$ cat config.mk
export PLATFORM = sky130hd
export DESIGN_NAME = ostimer_arbiter_flat
export DESIGN_NICKNAME = d
export VERILOG_FILES = /design/src/rtl/ostimer_arbiter_pkg.sv /design/src/rtl/ostimer_arbiter_if.sv /design/src/rtl/ostimer_arbiter_rr.sv /design/src/rtl/ostimer_arbiter.sv /design/src/flat_wrapper.sv
export SDC_FILE = /design/constraint.sdc
export NUM_CORES = 1
export LEC_CHECK = 0
export ABC_AREA = 1
export ABC_CLOCK_PERIOD_IN_PS = 4600
export BUFFER_PORTS_ARGS = -buffer_cell sky130_fd_sc_hd__buf_2
export CAP_MARGIN = 20
export CORE_MARGIN = 5
export CORE_UTILIZATION = 59
export CTS_BUF_LIST = sky130_fd_sc_hd__clkbuf_16
export DETAILED_ROUTE_END_ITERATION = 8
export PLACE_DENSITY = 0.87
export SETUP_SLACK_MARGIN = 0.4
export SYNTH_ARGS = -nofsm -noshare
export SYNTH_HDL_FRONTEND = slang
export SYNTH_HIERARCHICAL = 1
export SYNTH_SLANG_ARGS = --single-unit
$ cat constraint.sdc
create_clock -name clk -period 4.6 [get_ports clk]
set_input_delay 0.23 -clock clk [delete_from_list [all_inputs] [get_ports clk]]
set_output_delay 0.23 -clock clk [all_outputs]
set_load 0.01 [all_outputs]
$ cat src/rtl/ostimer_arbiter_pkg.sv
// ostimer_arb_pkg
// Shared constants and the FSM state encoding for the one-shot timer
// arbiter. Requester count and count width live here so that the
// interface and the top agree on every bus width.
package ostimer_arb_pkg;

    localparam int NUM_REQ = 4;
    localparam int VALUE_W = 32;
    localparam int ID_W    = 2;

    typedef enum logic [1:0] {
        IDLE = 2'd0,
        LOAD = 2'd1,
        TRIG = 2'd2,
        WAIT = 2'd3
    } state_t;

    // Round-robin successor of a requester index; wraps 3 -> 0.
    function automatic logic [ID_W-1:0] next_id(input logic [ID_W-1:0] id);
        return id + 1'b1;
    endfunction

endpackage

$ cat src/rtl/ostimer_arbiter_if.sv
// ostimer_arbiter_if
// Requester-side and timer-side signals of the one-shot timer arbiter.
//   req           per-requester single-cycle request strobe
//   req_value     per-requester count in ms, slice i = [i*VALUE_W +: VALUE_W]
//   req_ack       one-cycle pulse, request i accepted
//   done          one-cycle pulse, timer for requester i expired
//   busy          arbiter FSM not idle
//   grant_id      requester currently owning the timer
//   tmr_value     count driven to the timer (0 outside the load cycle)
//   tmr_set       timer load strobe
//   tmr_trigger   timer start strobe
//   tmr_interrupt one-cycle expiry pulse from the timer
// Modport slave is the arbiter side, master is the requester/timer side.
interface ostimer_arbiter_if;
    import ostimer_arb_pkg::*;

    logic [NUM_REQ-1:0]         req;
    logic [NUM_REQ*VALUE_W-1:0] req_value;
    logic [NUM_REQ-1:0]         req_ack;
    logic [NUM_REQ-1:0]         done;
    logic                       busy;
    logic [ID_W-1:0]            grant_id;
    logic [VALUE_W-1:0]         tmr_value;
    logic                       tmr_set;
    logic                       tmr_trigger;
    logic                       tmr_interrupt;

    modport slave (
        input  req, req_value, tmr_interrupt,
        output req_ack, done, busy, grant_id, tmr_value, tmr_set, tmr_trigger
    );

    modport master (
        output req, req_value, tmr_interrupt,
        input  req_ack, done, busy, grant_id, tmr_value, tmr_set, tmr_trigger
    );

endinterface

$ cat src/rtl/ostimer_arbiter_rr.sv
// rr_arbiter4
// Combinational four-way round-robin pick. Searches the pending vector
// starting at rr_ptr and moving upward with wrap 3 -> 0.
//   pending  requesters waiting for the timer
//   rr_ptr   index with highest priority this round
//   winner   first pending index at or after rr_ptr
//   valid    at least one requester pending
module rr_arbiter4 (
    input  logic [3:0] pending,
    input  logic [1:0] rr_ptr,
    output logic [1:0] winner,
    output logic       valid
);

    logic [1:0] idx;

    // Walk the offsets from farthest to nearest so the nearest pending
    // requester is the last (and therefore winning) assignment.
    always_comb begin
        winner = rr_ptr;
        valid  = 1'b0;
        idx    = '0;
        for (int off = 3; off >= 0; off--) begin
            idx = rr_ptr + 2'(off);
            if (pending[idx]) begin
                winner = idx;
                valid  = 1'b1;
            end
        end
    end

endmodule

$ cat src/rtl/ostimer_arbiter.sv
// ostimer_arbiter
// Shares one one-shot millisecond timer between NUM_REQ requesters.
// Each requester posts a count; requests are queued as pending bits and
// served round-robin: load the timer, trigger it, wait for its interrupt,
// then report done to the owner.
//   clk    system clock
//   reset  synchronous, active-high reset
//   bus    ostimer_arbiter_if.slave (requester and timer signals)
//
// state | meaning
// IDLE  | no timer owner; grant next pending requester if any
// LOAD  | tmr_set high, tmr_value = owner's count
// TRIG  | tmr_trigger high, timer starts
// WAIT  | timer running; tmr_interrupt completes the owner
module ostimer_arbiter #(
    parameter int NUM_REQ = ostimer_arb_pkg::NUM_REQ,
    parameter int VALUE_W = ostimer_arb_pkg::VALUE_W
) (
    input  logic              clk,
    input  logic              reset,
    ostimer_arbiter_if.slave  bus
);
    import ostimer_arb_pkg::*;

    state_t             state;
    logic [NUM_REQ-1:0] pending;
    logic [VALUE_W-1:0] value [NUM_REQ];
    logic [ID_W-1:0]    rr_ptr;
    logic [ID_W-1:0]    grant_id;
    logic [NUM_REQ-1:0] req_ack;
    logic [NUM_REQ-1:0] done;

    logic [ID_W-1:0]    winner;
    logic               winner_vld;
    logic               expire;
    logic [NUM_REQ-1:0] clr_vec;

    rr_arbiter4 u_rr (
        .pending (pending),
        .rr_ptr  (rr_ptr),
        .winner  (winner),
        .valid   (winner_vld)
    );

    assign expire = (state == WAIT) && bus.tmr_interrupt;

    always_comb begin
        clr_vec = '0;
        if (expire) begin
            clr_vec[grant_id] = 1'b1;
        end
    end

    always_ff @(posedge clk) begin
        if (reset) begin
            state    <= IDLE;
            pending  <= '0;
            rr_ptr   <= '0;
            grant_id <= '0;
            req_ack  <= '0;
            done     <= '0;
            for (int i = 0; i < NUM_REQ; i++) begin
                value[i] <= '0;
            end
        end else begin
            // A request landing on the owner's completion cycle is accepted:
            // the new set takes priority over the clear.
            for (int i = 0; i < NUM_REQ; i++) begin
                if (bus.req[i] && (!pending[i] || clr_vec[i])) begin
                    pending[i] <= 1'b1;
                    value[i]   <= bus.req_value[i*VALUE_W +: VALUE_W];
                    req_ack[i] <= 1'b1;
                end else begin
                    pending[i] <= pending[i] & ~clr_vec[i];
                    req_ack[i] <= 1'b0;
                end
            end

            done <= clr_vec;

            case (state)
                IDLE: begin
                    if (winner_vld) begin
                        grant_id <= winner;
                        state    <= LOAD;
                    end
                end
                LOAD: state <= TRIG;
                TRIG: state <= WAIT;
                WAIT: begin
                    if (bus.tmr_interrupt) begin
                        rr_ptr <= next_id(grant_id);
                        state  <= IDLE;
                    end
                end
                default: state <= IDLE;
            endcase
        end
    end

    assign bus.req_ack     = req_ack;
    assign bus.done        = done;
    assign bus.busy        = (state != IDLE);
    assign bus.grant_id    = grant_id;
    assign bus.tmr_set     = (state == LOAD);
    assign bus.tmr_trigger = (state == TRIG);
    assign bus.tmr_value   = (state == LOAD) ? value[grant_id] : '0;

endmodule
$ cat src/flat_wrapper.sv
// flat-port wrapper written by rule: the top's interface ports become plain ports
module ostimer_arbiter_flat import ostimer_arb_pkg::*;
#(
    parameter int NUM_REQ = ostimer_arb_pkg::NUM_REQ,
    parameter int VALUE_W = ostimer_arb_pkg::VALUE_W
)
  (clk, reset, bus_req, bus_req_value, bus_tmr_interrupt, bus_req_ack, bus_done, bus_busy, bus_grant_id, bus_tmr_value, bus_tmr_set, bus_tmr_trigger);
  ostimer_arbiter_if bus_i ();
  input  logic clk;
  input  logic reset;
  input wire logic [$bits(bus_i.req)-1:0] bus_req;
  input wire logic [$bits(bus_i.req_value)-1:0] bus_req_value;
  input wire logic [$bits(bus_i.tmr_interrupt)-1:0] bus_tmr_interrupt;
  output wire logic [$bits(bus_i.req_ack)-1:0] bus_req_ack;
  output wire logic [$bits(bus_i.done)-1:0] bus_done;
  output wire logic [$bits(bus_i.busy)-1:0] bus_busy;
  output wire logic [$bits(bus_i.grant_id)-1:0] bus_grant_id;
  output wire logic [$bits(bus_i.tmr_value)-1:0] bus_tmr_value;
  output wire logic [$bits(bus_i.tmr_set)-1:0] bus_tmr_set;
  output wire logic [$bits(bus_i.tmr_trigger)-1:0] bus_tmr_trigger;
  assign bus_i.req = bus_req;
  assign bus_i.req_value = bus_req_value;
  assign bus_i.tmr_interrupt = bus_tmr_interrupt;
  assign bus_req_ack = bus_i.req_ack;
  assign bus_done = bus_i.done;
  assign bus_busy = bus_i.busy;
  assign bus_grant_id = bus_i.grant_id;
  assign bus_tmr_value = bus_i.tmr_value;
  assign bus_tmr_set = bus_i.tmr_set;
  assign bus_tmr_trigger = bus_i.tmr_trigger;
  ostimer_arbiter #(.NUM_REQ(NUM_REQ), .VALUE_W(VALUE_W)) u_core (.clk(clk), .reset(reset), .bus(bus_i));
endmodule
==> results of run 1 <==
==> worst max-delay path: stages, from the launching register on <==
cell and delay (ns):
dfxtp_1 0.32, buf_4 0.25, inv_1 0.43, buf_16 0.23, nand3_1 0.09, a21oi_1 0.22
buf_2 0.17
==> power by group through the flow <==
stage | registers [mW] | logic [mW] | clock network, mW
after global placement | 1.67 | 1.25 | 0
after floorplan | 1.66 | 0.858 | 0
after detailed placement | 1.67 | 1.27 | 0
final | 1.65 | 1.36 | 1.41
after CTS | 1.65 | 1.29 | 1.41
after global routing | 1.66 | 1.51 | 1.49
==> synth_stat cells <==
master,number
buf_2,11
nand3_4,4
o21ai_1,1
dfxtp_1,20
ha_1,9
inv_6,1
nand3_2,1
nor2_1,120
clkbuf_1,12
a21oi_1,41
inv_2,3
inv_1,282
o21ai_0,5
edfxtp_1,128
o21bai_1,1
nor2_2,18
a21boi_1,1
nand2_1,171
nand3_1,75
inv_4,1
buf_6,15
nand2_2,5
==> worst paths after layout <==
check	start	end	slack, ns
setup / recovery	register	bus_tmr_value[2]	2.25
hold / removal	bus_req[2]	u_core/pending[2]$_SDFF_PP0_	0.08
setup reg to reg	u_core/state[1]$_SDFFE_PP0P_	u_core/value[2][25]$_SDFFCE_PN0P_	2.71
hold reg to reg	u_core/state[1]$_SDFFE_PP0P_	u_core/state[1]$_SDFFE_PP0P_	0.51
==> logic make-up (layout without fill, tap and decap cells) <==
logic type,Yosys count,count (layout),synth area share
AO/OA/AOI/OAI,49,49,0.0327
AND/OR/NAND/NOR,394,394,0.221
flip-flops,148,148,0.555
buffers and inverters,325,507,0.177
adder cells (fa/ha/maj),9,9,0.0147
==> through the flow <==
stage	util	worst slack, ns	cell area, um^2	instances
after CTS	0.721	1.92	9140	1276
after global placement	0.674	2.52	8540	1244
final	0.727	2.25	9210	1279
after global routing	0.727	2.14	9210	1279
after floorplan	-	2.64	7650	925
after detailed placement	0.674	2.40	8540	1244
==> flip-flops by register name (all words and copies together), names as in the netlist, named ones only <==
register             flops
u_core/rr_ptr            2
u_core/value           128
u_core/pending           4
u_core/bus.grant_id      2
u_core/bus.done          4
u_core/bus.req_ack       4
u_core/state             2
==> layout make-up <==
| type | count | area (um^2) |
|---|---|---|
| Sequential cell | 148 | 4250 |
| Fill cell | 963 | 3460 |
| Multi-Input combinational cell | 452 | 2050 |
| Inverter | 287 | 1080 |
| Timing Repair Buffer | 188 | 1020 |
| Clock buffer | 17 | 425 |
| Tap cell | 172 | 215 |
| Clock inverter | 15 | 170 |
==> routing by layer <==
layer / share of wire / track usage / routed length, um
met5: 0 / 0 / 0
met4: 0.040 / 0.135 / 788
met3: 0.090 / 0.0563 / 1790
met2: 0.50 / 0.443 / 9780
met1: 0.37 / 0.323 / 7390
==> flow_summary_export.csv, run 1 <==
group,metric,value,unit
status,status,"finished, final reports clean",
floorplan,die_h,124,um
timing,finalSetupTns,0,ns
power_and_ir_drop,leakage,4.97,nW
timing,setup_viol_count_final,0,
routing,drt_first_pass_iters,5,
timing,slew_headroom,0.544,
timing,fmax,0.425,GHz
place,dp_hpwl,13800,um
final_layout,layout_common_cells,"inv_1 (283), buf_2 (179), nand2_1 (171)",
global_routing,first_global_vias,6174,
global_routing,grtUsageTotal,0.264,
power_and_ir_drop,internal_power,2.93,mW
cts,htree_levels,4,
routing,routed_wl,19700,um
synthesis,synth_top_area_frac,0.502,
routing,ant_nets,0,
floorplan,ios,180,
power_and_ir_drop,peakVddDrop,0.319,mV
power_and_ir_drop,p_switching,1.48,mW
synthesis,yosys.area.top_type,"edfxtp_1",
power_and_ir_drop,p_seq_frac,0.373,
synthesis,synth-seq-cells,148,
timing,whs,0.0805,ns
cts,cts_tree,"built",
final_layout,drive_above_1_share,0.224,
timing,fin_crit,2.35,ns
power_and_ir_drop,power_density,479,mW/mm^2
timing,clock_skew,0.00563,ns
worst_hold_path,worstHoldPathCells,3,
critical_path,r2r_cells,5,
worst_hold_path,hp-class,"in -> reg",
global_routing,grt_overflow_total,0,
synthesis,synthCells,925,
cts,numCtsBuffers,17,
timing,fin_crit_sh,0.512,
synthesis,synthTopCellsByArea,"edfxtp_1 (50%), inv_1 (14%), nand2_1 (8.4%)",
power_and_ir_drop,finalPower,4.42,mW
routing,route.detailed.drc,0,
cts,root_buffer,"clkbuf_16",
floorplan,fp.dieArea,0.0153,mm^2
critical_path,end_kind,"output port",
cts,cts.clk_slew.worst_paths,0.06,ns
critical_path,required,4.37,ns
timing,hold_violations,0,
global_routing,antenna_found_initial,0,
synthesis,synth_warnings,6,
timing,final-max-slew-violation-count,0,
routing,vias,6377,
synthesis,syn_nets,1069,
routing,vias_per_cell,4.99,
cts,post_cts_buffers,0,
cts,insertion_delay,0.42,ns
place,globalplace.congestion,0.936,
synthesis,synth_cell_type_count,22,
global_routing,grt_max_degree,65,
global_routing,grt_pass1_wl,30200,um
floorplan,core-area,0.0127,mm^2
final_layout,syn2layout_area_growth,20.4,%
job,cap_violations,0,
critical_path,crit_path_max_fanout,33,
floorplan,start_util,0.604,
floorplan,fp-row-count,41,
cts,hold_buffers,0,
place,numPortBuffers,179,
synthesis,postSynthAreaPerCell,8.27,um^2
power_and_ir_drop,pwr-share-comb,0.309,
power_and_ir_drop,p_sw_frac,0.335,
critical_path,path_class,"reg -> out",
timing,worst_pin_slew,0.684,ns
routing,dr.first_iter.drc_count,724,
synthesis,netlist_area,0.00765,mm^2
cts,cts_resized,0,
power_and_ir_drop,clkPwrFrac,0.318,
final_layout,num-nets-final,1238,
routing,detail_route.wl_per_cell,15.4,um
cts,numClockSinks,148,
synthesis,synth-seq-area-share,0.555,
cts,cts_buffer_depth,2,
critical_path,start_kind,"register",
final_layout,antenna_cells,0,
critical_path,worstPathArrival,2.12,ns
timing,rsz0062_at_grt,"false",
final_layout,final_common_cell,"inv_1",
floorplan,chipWidth,124,um
(Power assumes the default switching activity.)
==> run 2, diff against run 1 <==
--- a/config.mk
+++ b/config.mk
@@ -5,15 +5,15 @@
 export SDC_FILE = /design/constraint.sdc
 export NUM_CORES = 1
 export LEC_CHECK = 0
-export ABC_AREA = 1
-export ABC_CLOCK_PERIOD_IN_PS = 4600
+export ABC_AREA = 0
+export ABC_CLOCK_PERIOD_IN_PS = 2009
 export BUFFER_PORTS_ARGS = -buffer_cell sky130_fd_sc_hd__buf_2
 export CAP_MARGIN = 20
 export CORE_MARGIN = 5
-export CORE_UTILIZATION = 59
+export CORE_UTILIZATION = 47
 export CTS_BUF_LIST = sky130_fd_sc_hd__clkbuf_16
 export DETAILED_ROUTE_END_ITERATION = 8
-export PLACE_DENSITY = 0.87
+export PLACE_DENSITY = 0.76
 export SETUP_SLACK_MARGIN = 0.4
 export SYNTH_ARGS = -nofsm -noshare
 export SYNTH_HDL_FRONTEND = slang
==> constraint.sdc (replaced) <==
create_clock -name clk -period 2.01 [get_ports clk]
set_input_delay 0.1005 -clock clk [delete_from_list [all_inputs] [get_ports clk]]
set_output_delay 0.1005 -clock clk [all_outputs]
set_load 0.01 [all_outputs]
==> run 2 against run 1 <==
Synthesized cell count is 48% lower. Final area is 11% higher. Area after synthesis is 14% lower. Flip-flop and latch count stayed put. Die area is 7.3% higher.
==> flow_summary_export.csv, run 2 <==
group,metric,value,unit
status,status,"finished, final reports clean",
final_layout,num-nets-final,965,
cts,root_buffer,"clkbuf_16",
critical_path,end_kind,"register",
cts,htree_levels,4,
global_routing,first_global_vias,5774,
synthesis,syn_nets,626,
final_layout,fin_area,0.0102,mm^2
final_layout,antenna_cells,0,
critical_path,critPathMaxStageDelay,0.36,ns
timing,final-max-slew-violation-count,0,
power_and_ir_drop,finalPower,8.90,mW
cts,cts_tree,"built",
critical_path,required,2.29,ns
global_routing,grt_max_degree,33,
synthesis,synthFlopType,"edfxtp_1",
global_routing,grtUsageTotal,0.251,
final_layout,largest_reg_flops,128,
global_routing,antenna_found_initial,0,
floorplan,chipWidth,128,um
synthesis,synth-seq-area-share,0.645,
floorplan,die_h,128,um
job,cap_violations,0,
routing,route.detailed.drc,0,
cts,insertion_delay,0.42,ns
synthesis,synth_cell_type_count,33,
power_and_ir_drop,leakage,4.23,nW
place,numPortBuffers,179,
synthesis,synthTopCellsByArea,"edfxtp_1 (58%), and2_1 (12%), mux2i_1 (9.9%)",
critical_path,critical_path.top_delay_family,"flip-flops",
cts,cts_buffer_depth,2,
final_layout,drive_above_1_share,0.366,
cts,numClockSinks,148,
place,dp_hpwl,11500,um
timing,whs,0.0126,ns
synthesis,netlist_area,0.00658,mm^2
timing,hold_violations,0,
synthesis,synth_top_area_frac,0.584,
synthesis,synth-edff-count,128,
timing,fin_crit_sh,0.872,
final_layout,final_common_cell,"buf_2",
cts,numCtsBuffers,17,
floorplan,start_util,0.476,
timing,worst_pin_slew,0.680,ns
timing,fmax,0.570,GHz
synthesis,synthCells,482,
floorplan,core-area,0.0138,mm^2
floorplan,ios,180,
synthesis,postSynthAreaPerCell,13.6,um^2
floorplan,fp.dieArea,0.0165,mm^2
final_layout,syn2layout_area_growth,55.4,%
final_layout,top_register,"u_core/value",
critical_path,worst-path-buf-inv,2,
place,globalplace.congestion,0.805,
routing,drt_first_pass_iters,5,
critical_path,critPathSlowestCell,"dfxtp_2",
timing,slew_headroom,0.547,
timing,clock_skew,0.00968,ns
timing,setup_viol_count_final,0,
synthesis,synth-seq-cells,148,
synthesis,synth_warnings,6,
timing,fin_crit,1.75,ns
timing,finalSetupTns,0,ns
synthesis,async_reset_ff_frac,0,
timing,rsz0062_at_grt,"true",
critical_path,cp_cell_sequence,"ha_2 -> nand3_1 -> a211oi_4 -> buf_4 -> buf_6 -> and2_1",
global_routing,grt_overflow_total,0,
critical_path,worstPathArrival,2.04,ns
routing,dr.first_iter.drc_count,457,
critical_path,crit_path_max_fanout,13,
synthesis,yosys.area.top_type,"edfxtp_1",
routing,vias_per_cell,5.32,
critical_path,start_kind,"register",
worst_hold_path,hp-class,"in -> reg",
synthesis,synth_commonest_cells,"and2_1 (128), edfxtp_1 (128), mux2i_1 (65)",
cts,cts.clk_slew.worst_paths,0.06,ns
power_and_ir_drop,peakVddDrop,0.770,mV
global_routing,grt_pass1_wl,31100,um
routing,routed_wl,21900,um
final_layout,layout_common_cells,"buf_2 (179), and2_1 (128), edfxtp_1 (128)",
routing,ant_nets,0,
power_and_ir_drop,power_density,870,mW/mm^2
critical_path,path_class,"reg -> reg",
place,post_dp_cell_area,0.00785,mm^2
final_layout,num-fill-cells,811,
routing,detail_route.wl_per_cell,21.6,um
routing,vias,5394,
floorplan,fp-row-count,43,
==> run 2: cell count changes after synthesis, moves of 6 or more <==
cell,delta
a21oi_1,-33
and2_1,+128
buf_6,-15
clkbuf_1,-6
inv_1,-272
mux2i_1,+65
nand2_1,-159
nand3_1,-70
nor2_1,-115
nor2_2,-18
o22ai_1,+32
==> run 2: cell families after synthesis <==
logic type	Yosys count	synth area share
AO/OA/AOI/OAI	54	0.0555
adder cells (fa/ha/maj)	9	0.0171
buffers and inverters	39	0.0272
AND/OR/NAND/NOR	167	0.156
flip-flops	148	0.645
multiplexers	65	0.0989
==> run 2: layout make-up <==
| type | instances | area [um^2] | area share |
|---|---|---|---|
| inverter | 10 | 37.5 | 0.00367 |
| clock buffer | 17 | 425 | 0.0416 |
| tap | 180 | 225 | 0.0220 |
| timing repair buffer | 346 | 2720 | 0.266 |
| clock inverter | 15 | 131 | 0.0129 |
| sequential | 148 | 4260 | 0.416 |
| multi-input combinational | 298 | 2430 | 0.238 |
==> run 2: worst paths after layout <==
| path | end | slack, ns | startpoint | depth (start not counted) |
|---|---|---|---|---|
| worst max-delay path | u_core/value[2][9]$_SDFFCE_PN0P_ | 0.26 | u_core/state[0]$_SDFFE_PP0P_ | 6 |
| worst min-delay path | u_core/pending[0]$_SDFF_PP0_ | 0.01 | bus_req[0] | 3 |
| worst max register to register | u_core/value[2][9]$_SDFFCE_PN0P_ | 0.26 | u_core/state[0]$_SDFFE_PP0P_ | 6 |
| worst min register to register | u_core/bus.grant_id[0]$_SDFFE_PP0P_ | 0.56 | u_core/bus.grant_id[0]$_SDFFE_PP0P_ | 2 |
==> run 2: metrics by stage <==
step	cells	util	setup slack [ns]
after global placement	832	0.568	0.252
after detailed placement	832	0.568	0.217
final	1014	0.739	0.257
after global routing	1014	0.739	0.210
after CTS	1001	0.720	0.266
after floorplan	482	-	0.510
==> run 2: per-layer routing <==
layer	vias up	track usage	wire length, um
li1	2431	-	-
met1	2602	0.283	8050
met2	293	0.445	11400
met3	68	0.0575	1500
met4	0	0.127	919
met5	-	0	0
==> run 2: where the power goes <==
group / switching (mW) / internal [mW] / total [mW]
logic: 1.06 / 1.08 / 2.14
clock network: 1.31 / 1.71 / 3.02
registers: 0.122 / 3.61 / 3.74
total: 2.49 / 6.41 / 8.90
==> run 2: worst min-delay path, stage by stage <==
cell     delay [ns]
buf_2          0.10
inv_1          0.07
a21oi_1        0.12
==> run 2: repair_timing <==
item,4_1_cts,5_1_grt
pin swaps,4,3
hold endpoints to repair,127,0
hold buffers,127,0
endpoints found under the setup margin,289,262
setup buffers,7,6
cloned,3,7
resized for setup,41,26
